<file path="src/rtl/seg_scan_driver.sv">
// Time-multiplexed common-anode seven-segment driver: shadowed hex digits, dp,
// blanking and leading-zero suppression scanned onto one active-low segment bus.
module seg_scan_driver #(
    parameter int DIGITS = 8,
    parameter int DIV    = 100000
) (
    input  logic                  clk,
    input  logic                  rst,
    input  logic [4*DIGITS-1:0]   data,
    input  logic [DIGITS-1:0]     dp,
    input  logic [DIGITS-1:0]     blank,
    input  logic                  lz_en,
    input  logic                  load,
    output logic [DIGITS-1:0]     an,
    output logic [7:0]            seg
);

    localparam int IDX_W = (DIGITS > 1) ? $clog2(DIGITS) : 1;
    localparam int CNT_W = $clog2(DIV);
    localparam logic [CNT_W-1:0] CNT_MAX = CNT_W'(DIV - 1);
    localparam logic [IDX_W-1:0] IDX_MAX = IDX_W'(DIGITS - 1);

    logic [CNT_W-1:0]    div_cnt;
    logic [IDX_W-1:0]    idx;
    logic [4*DIGITS-1:0] sh_data;
    logic [DIGITS-1:0]   sh_dp;
    logic [DIGITS-1:0]   sh_blank;
    logic                sh_lz;

    logic [DIGITS-1:0]   supp;
    logic                zero_run;
    logic [3:0]          cur_code;
    logic                cur_dp;
    logic                cur_blank;
    logic                cur_supp;
    logic [DIGITS-1:0]   an_nxt;
    logic [7:0]          seg_nxt;

    function automatic logic [6:0] hex7(input logic [3:0] code);
        case (code)
            4'h0: hex7 = 7'b1000000;
            4'h1: hex7 = 7'b1111001;
            4'h2: hex7 = 7'b0100100;
            4'h3: hex7 = 7'b0110000;
            4'h4: hex7 = 7'b0011001;
            4'h5: hex7 = 7'b0010010;
            4'h6: hex7 = 7'b0000010;
            4'h7: hex7 = 7'b1111000;
            4'h8: hex7 = 7'b0000000;
            4'h9: hex7 = 7'b0011000;
            4'hA: hex7 = 7'b0001000;
            4'hB: hex7 = 7'b0000011;
            4'hC: hex7 = 7'b1000110;
            4'hD: hex7 = 7'b0100001;
            4'hE: hex7 = 7'b0000110;
            default: hex7 = 7'b0001110;
        endcase
    endfunction

    // A digit is suppressed while it and every more significant digit are zero.
    always_comb begin
        supp     = '0;
        zero_run = sh_lz;
        for (int unsigned k = 0; k + 1 < DIGITS; k++) begin
            zero_run             = zero_run & (sh_data[4*(DIGITS-1-k) +: 4] == 4'h0);
            supp[DIGITS-1-k]     = zero_run;
        end
    end

    always_comb begin
        cur_code  = '0;
        cur_dp    = 1'b0;
        cur_blank = 1'b0;
        cur_supp  = 1'b0;
        an_nxt    = '1;
        for (int unsigned i = 0; i < DIGITS; i++) begin
            if (idx == IDX_W'(i)) begin
                cur_code  = sh_data[4*i +: 4];
                cur_dp    = sh_dp[i];
                cur_blank = sh_blank[i];
                cur_supp  = supp[i];
                an_nxt[i] = 1'b0;
            end
        end
        // Segments are dark during the dead cycle too, so no ghosting on the anode switch.
        if (div_cnt == '0) begin
            an_nxt  = '1;
            seg_nxt = 8'hFF;
        end else if (cur_blank) begin
            seg_nxt = 8'hFF;
        end else if (cur_supp) begin
            seg_nxt = {~cur_dp, 7'h7F};
        end else begin
            seg_nxt = {~cur_dp, hex7(cur_code)};
        end
    end

    always_ff @(posedge clk) begin
        if (rst) begin
            div_cnt  <= '0;
            idx      <= '0;
            sh_data  <= '0;
            sh_dp    <= '0;
            sh_blank <= '0;
            sh_lz    <= 1'b0;
            an       <= '1;
            seg      <= 8'hFF;
        end else begin
            if (load) begin
                sh_data  <= data;
                sh_dp    <= dp;
                sh_blank <= blank;
                sh_lz    <= lz_en;
            end
            an  <= an_nxt;
            seg <= seg_nxt;
            if (div_cnt == CNT_MAX) begin
                div_cnt <= '0;
                idx     <= (idx == IDX_MAX) ? '0 : idx + 1'b1;
            end else begin
                div_cnt <= div_cnt + 1'b1;
            end
        end
    end

endmodule
</file>
<file path="config.mk">
export PLATFORM = sky130hd
export DESIGN_NAME = seg_scan_driver
export DESIGN_NICKNAME = d
export VERILOG_FILES = /design/src/rtl/seg_scan_driver.sv
export SDC_FILE = /design/constraint.sdc
export NUM_CORES = 1
export LEC_CHECK = 0
export ABC_AREA = 1
export CORE_ASPECT_RATIO = 0.9
export CORE_UTILIZATION = 57
export CTS_CLUSTER_DIAMETER = 40
export CTS_CLUSTER_SIZE = 12
export DETAILED_ROUTE_END_ITERATION = 8
export PLACE_DENSITY = 0.82
export RECOVER_POWER = 100
export SLEW_MARGIN = 20
export SYNTH_ARGS = -nofsm -noshare
export SYNTH_HDL_FRONTEND = slang
export SYNTH_SLANG_ARGS = --single-unit
export TNS_END_PERCENT = 30
</file>
<file path="constraint.sdc">
create_clock -name clk -period 4.2 [get_ports clk]
set_input_delay 0.42 -clock clk [delete_from_list [all_inputs] [get_ports clk]]
set_output_delay 0.42 -clock clk [all_outputs]
set_load 0.03 [all_outputs]
</file>
== Word-level counts from Yosys, hierarchy flattened ==
Memories as Yosys holds them, arrays and structs flattened. A register that Yosys moved wholly into a read port is not among the register bits.
Index checks and enable logic that the tools add are counted.
Widths: inputs -> output; s select.
Storage, ports and cells
  logic and storage cells: 80
  input bits: 52
  output and inout port bits: 16
  memory bits (read-only): 112
  register bits after elaboration: 78
  memories: 1
Memories
  (no name shown): words 16, width 7, read ports 1, clocked after Yosys merged registers in 1, write ports 0, RTL line 40  | case (code)
Operators by class
  equality and inequality tests: 8
  reductions and logical operators: 13
  bitwise gates (word level): 8
  mux-type cells: 40
  $add $sub $neg: 2
Operators by type and width (number)
  $mux 4: 8
  $mux 1: 31
  $logic_not 4->1: 7
  $add 17x1->17 const B: 1
  $eq 17x17->1 const B: 1
  $logic_not 17->1: 1
  $eq 3x3->1 const B: 4
  $and 1x1->1: 7
  $eq 3x2->1 const B: 2
  $reduce_or 2->1: 2
  $reduce_or 4->1: 1
  $add 3x1->3 const B: 1
  $eq 3x1->1 const B: 1
  $logic_not 3->1: 1
  $mux 3: 1
  $reduce_or 3->1: 1
  $not 1->1: 1

== Logic depth before layout (Yosys ltp) ==
  word-level depth: 16
  gate-level depth with buffers: 21
  gate-level depth less buffers: 20

== Worst setup path before layout ==
OpenSTA, ideal clock, no wires.
  kind: register to register
  start point: register idx[2]
  end point: register seg[3]
  cell stages (with the launch flop): 20
  buffers on the path: 1
  period minus slack after synthesis: 2.177 ns
  setup time: 0.129 ns
  data arrival time: 2.048 ns
  path slack: 2.023 ns
  cells stage by stage: dfxtp_1 inv_2 ha_1 buf_2 inv_1 o21ai_0 inv_1 nand2_1 nand2_1 nand2_1 nand2_1 nand2_1 nand2_1 nand2_1 inv_1 ha_1 inv_1 nand2_1 nand2_1 nand3_1
Between the ends
  longest elaborated chain between the ends: 10
  elaborated cells on any way between the ends: 32
  classes of those cells: 7 x eq/ne; 23 x mux; 2 x reduce/logical
RTL lines
  start, declared: RTL line 24  | logic [IDX_W-1:0] idx;
  start signal, assigned: RTL line 119  | idx <= (idx == IDX_MAX) ? '0 : idx + 1'b1;
  $logic_not 3->1: RTL line 77  | if (idx == IDX_W'(i)) begin
  $mux 1 (8 in a row): RTL line 77
  $reduce_or 4->1 (no source line)
  end signal, assigned: RTL line 116  | seg <= seg_nxt;
  end, declared: RTL line 15  | output logic [7:0] seg
Several ways; a longest one is shown, not always the timed one.
A chain may end at the register's enable or synchronous reset.

==> summary.md <==
| Metric | Value |
|---|---|
| Startpoint kind of the worst setup timing path | `input pin` |
| Placement Cell Area | `0.004717 sq mm` |
| Number of distinct library cells after synthesis | `32` |
| Most frequently used flop master after synthesis | `sky130_fd_sc_hd__dfxtp_1` |
| Run status | `finished, final reports clean` |
| Share of synthesized area spent on multiplexers | `0%` |
| Largest area contributor in the netlist | `sky130_fd_sc_hd__dfxtp_1` |
| # nets final | `just over 700` |
| Slowest cell delay on critical path | `slightly above 0.9 ns` |
| Endpoint required time on the critical path | `roughly 4.4 ns` |
| Power density relative to cell area | `about 340 mW/mm^2` |
| Top cell types by occurrence after synthesis | `109 x sky130_fd_sc_hd__nand2_1, 108 x sky130_fd_sc_hd__nor2_1, 85 x sky130_fd_sc_hd__dfxtp_1` |
| Pins over their slew limit | `0` |
| Netlist area before placement | `about 0.0040 sq mm` |
| Final instance area | `between 0.004 and 0.005 sq mm` |
| Grt total ovfl | `0` |
| Share of the synthesized netlist area taken by xor and xnor gates | `under 10%` |
| Number of buffers added to fix hold violations after cts | `0` |
| Number of hold violations in the final report | `0` |
| Layout cells sized above 1 | `around 5%` |
| Maximum frequency from static timing analysis | `0.3182 GHz` |
| Wire length of the first global-routing pass | `15,190 microns` |
| Count of clock tree sinks | `85` |
| Largest fanout on the critical path | `49` |
| Setup repair after global routing missed its margin | `no` |
| Count of antenna diodes in the layout | `0` |
| Number of buffers created by CTS | `9` |
| Main combinational cell family by area after synthesis | `simple AND/OR/NAND/NOR gates` |
| Crit Path Class | `in2reg` |
| Core ar. | `0.006691 sq mm` |
| Register bit count reported by yosys | `between 80 and 90` |
| Hpwl dp | `~6400 microns` |
| H-tree depth reported by CTS | `3` |
| FFs w/ async S/R, synth | `0%` |
| WL per Instance | `12.08 microns` |
| Port bufs | `between 60 and 70` |
| Leading cell types by total area after synthesis | `sky130_fd_sc_hd__dfxtp_1 42%, sky130_fd_sc_hd__nand2_1 10%, sky130_fd_sc_hd__nor2_1 10%` |
| Detail-routed via count per cell | `between 5 and 6` |
| Critical Path End Type | `flip-flop` |
| Fillers | `between 500 and 600` |
| Post-route DRC violation count | `0` |
| Worst Path Arrival | `between 3 and 4 ns` |
| Number of global-route vias before repair | `3,523` |
| Die ar. | `0.007395 sq mm` |
| Slew @ Worst Pin | `1.266 ns` |
| Rows | `28` |
| Cell chain of the critical path | `clkdlybuf4s50_1 > clkbuf_1 > clkinv_1 > buf_4 > o21ai_0 > a21oi_1` |
| Post-synthesis share of cell area spent on full adders, half adders and majority gates | `roughly 4%` |
| Max transition margin | `15.61%` |
| Largest net degree at the start of global routing | `51` |
| Final weighted congestion in routability-driven placement | `0.9485` |
| Area Overhead vs Synth | `22.12%` |
| Simple-gate share of the synthesized area | `29.93%` |
| Number of warning messages in the yosys log | `0` |
| X dimension of the die | `90.54 microns` |
| Top-Level Pins | `slightly below 70` |
| Max Buffers Root-to-Sink | `2` |
| GRT Overall Usage | `approximately 26%` |
| Fin crit share | `approximately 75%` |
| Number of detailed-routing iterations run before antenna repair | `5` |
| Min Clock Period, post-route | `3.143 ns` |
| Share of Yosys cell area claimed by the top area cell type | `a little over two fifths` |
| Number of antenna violations at the first check in global routing | `0` |
| Latest clock arrival within the worst-skew pair | `~0.36 ns` |
| Final ANT Viol Nets | `0` |
| Fraction of the mapped netlist area in compound gates | `between 10% and 20%` |
| Worst Clk Skew | `about 0.0091 ns` |
| Maxcap violations | `0` |
| TritonCTS clock tree | `yes` |
| Static power due to leakage | `2.136 nW` |
| Clock edge transition at the registers on the reported setup and hold paths | `around 0.080 ns` |
| Cell with the largest stage delay on the worst path | `sky130_fd_sc_hd__clkbuf_1` |
| Path class of the lowest-slack min-delay path | `reg2reg` |
| Post_cts resized | `0` |
| Sequential cell area fraction in the yosys report | `approximately 42%` |
| Library cell with the highest instance count after synthesis | `sky130_fd_sc_hd__nand2_1` |
| Starting density of the core | `around three fifths` |
| Starting DRT DRC Count | `186` |
| EDFF count, synth | `0` |
| Setup Fix Bufs, Post-CTS | `0` |
| Count of final setup violators | `0` |
| Die Y-Extent | `81.69 microns` |
| Via count | `3,761` |
| Post-synthesis net count | `between 600 and 700` |
| Post-synthesis area per instance | `6.921 sq um` |
| Summed negative setup slack over all endpoints | `0 ns` |
| Clk Tree Root Cell | `sky130_fd_sc_hd__clkbuf_8` |
| Peak supply drop | `between 200 and 250 uV` |
| Post-synthesis instance total | `approximately 580` |
| Drt total wl | `about 8900 microns` |
## worst max-delay path: cells and delay by family
kind | cells | cell delay (ns)
AOI/OAI and AO/OA | 2 | 0.32
buffers and inverters | 4 | 2.61
## sequential cells by signal, indices dropped and copies added, names as in the netlist
register,cells
sh_lz,1
sh_blank,8
idx,3
sh_data,32
an,8
sh_dp,8
seg,8
div_cnt,17
## metrics by stage
| stage | std cells | hold slack, ns | setup WS (ns) | utilization (%) | power (mW) |
|---|---|---|---|---|---|
| after floorplan | 581 | 0.4297 | 2.023 | - | 1.014 |
| after global placement | 718 | 0.4468 | 1.748 | 70.49 | 1.107 |
| after detailed placement | 718 | 0.4580 | 1.645 | 70.49 | 1.111 |
| after CTS | 733 | 0.4689 | 1.627 | 73.49 | 1.679 |
| after global routing | 733 | 0.4866 | 0.7243 | 73.39 | 1.740 |
| final | 733 | 0.4696 | 1.057 | 73.39 | 1.670 |
## power breakdown
part           switching [mW]  total (mW)  leakage (nW)  internal [mW]
Combinational           0.122       0.220          1.34         0.0982
Clock                   0.275       0.579        0.0947          0.304
Sequential             0.0216       0.870         0.700          0.848
## routing by layer
metal	vias up	track usage [%]	routed length, microns
li1	1959	-	-
met1	1661	31.92	4253
met2	125	44.32	3920
met3	16	5.278	531
met4	0	9.677	148
met5	-	0	0
## path summary, 6_finish.rpt
check,depth (start not counted),slack [ns],end,startpoint
worst max-delay path,6,1.06,sh_data[31],load
worst max register to register,19,1.58,seg[1],idx[1]
worst min-delay path,2,0.47,sh_data[3],sh_data[3]
worst min register to register,2,0.47,sh_data[3],sh_data[3]
## cells by family after synthesis
kind of cell	after synthesis
simple gates	285
compound gates	103
buf+inv	90
flops	85
fa+ha+maj	13
xor+xnor	5
## cell usage in the layout (no fill, tap or decap), types with 4 or more instances in the layout
cell and count:
sky130_fd_sc_hd__xor2_1 5, sky130_fd_sc_hd__nor3_1 4, sky130_fd_sc_hd__clkbuf_8 11, sky130_fd_sc_hd__nand2_1 110
sky130_fd_sc_hd__inv_1 65, sky130_fd_sc_hd__ha_1 13, sky130_fd_sc_hd__clkdlybuf4s50_1 51, sky130_fd_sc_hd__nand3_1 33
sky130_fd_sc_hd__nand2_2 4, sky130_fd_sc_hd__dfxtp_1 85, sky130_fd_sc_hd__dlygate4sd3_1 16, sky130_fd_sc_hd__nor2_1 108
sky130_fd_sc_hd__o21ai_0 68, sky130_fd_sc_hd__nand4_1 7, sky130_fd_sc_hd__a21oi_1 27, sky130_fd_sc_hd__nor4_1 5
sky130_fd_sc_hd__or2_2 6
## layout make-up
cell class,instances,area (sq um),area share (%)
flip-flops and latches,85,1702,34.65
multi-input cells,406,1956,39.82
inverters,67,251.5,5.121
repair buffers,70,689.4,14.04
well taps,90,112.6,2.293
clock inverters,3,45.04,0.9172
clock buffers,12,155.1,3.159
No activity file was read; power rests on OpenSTA's default activity.
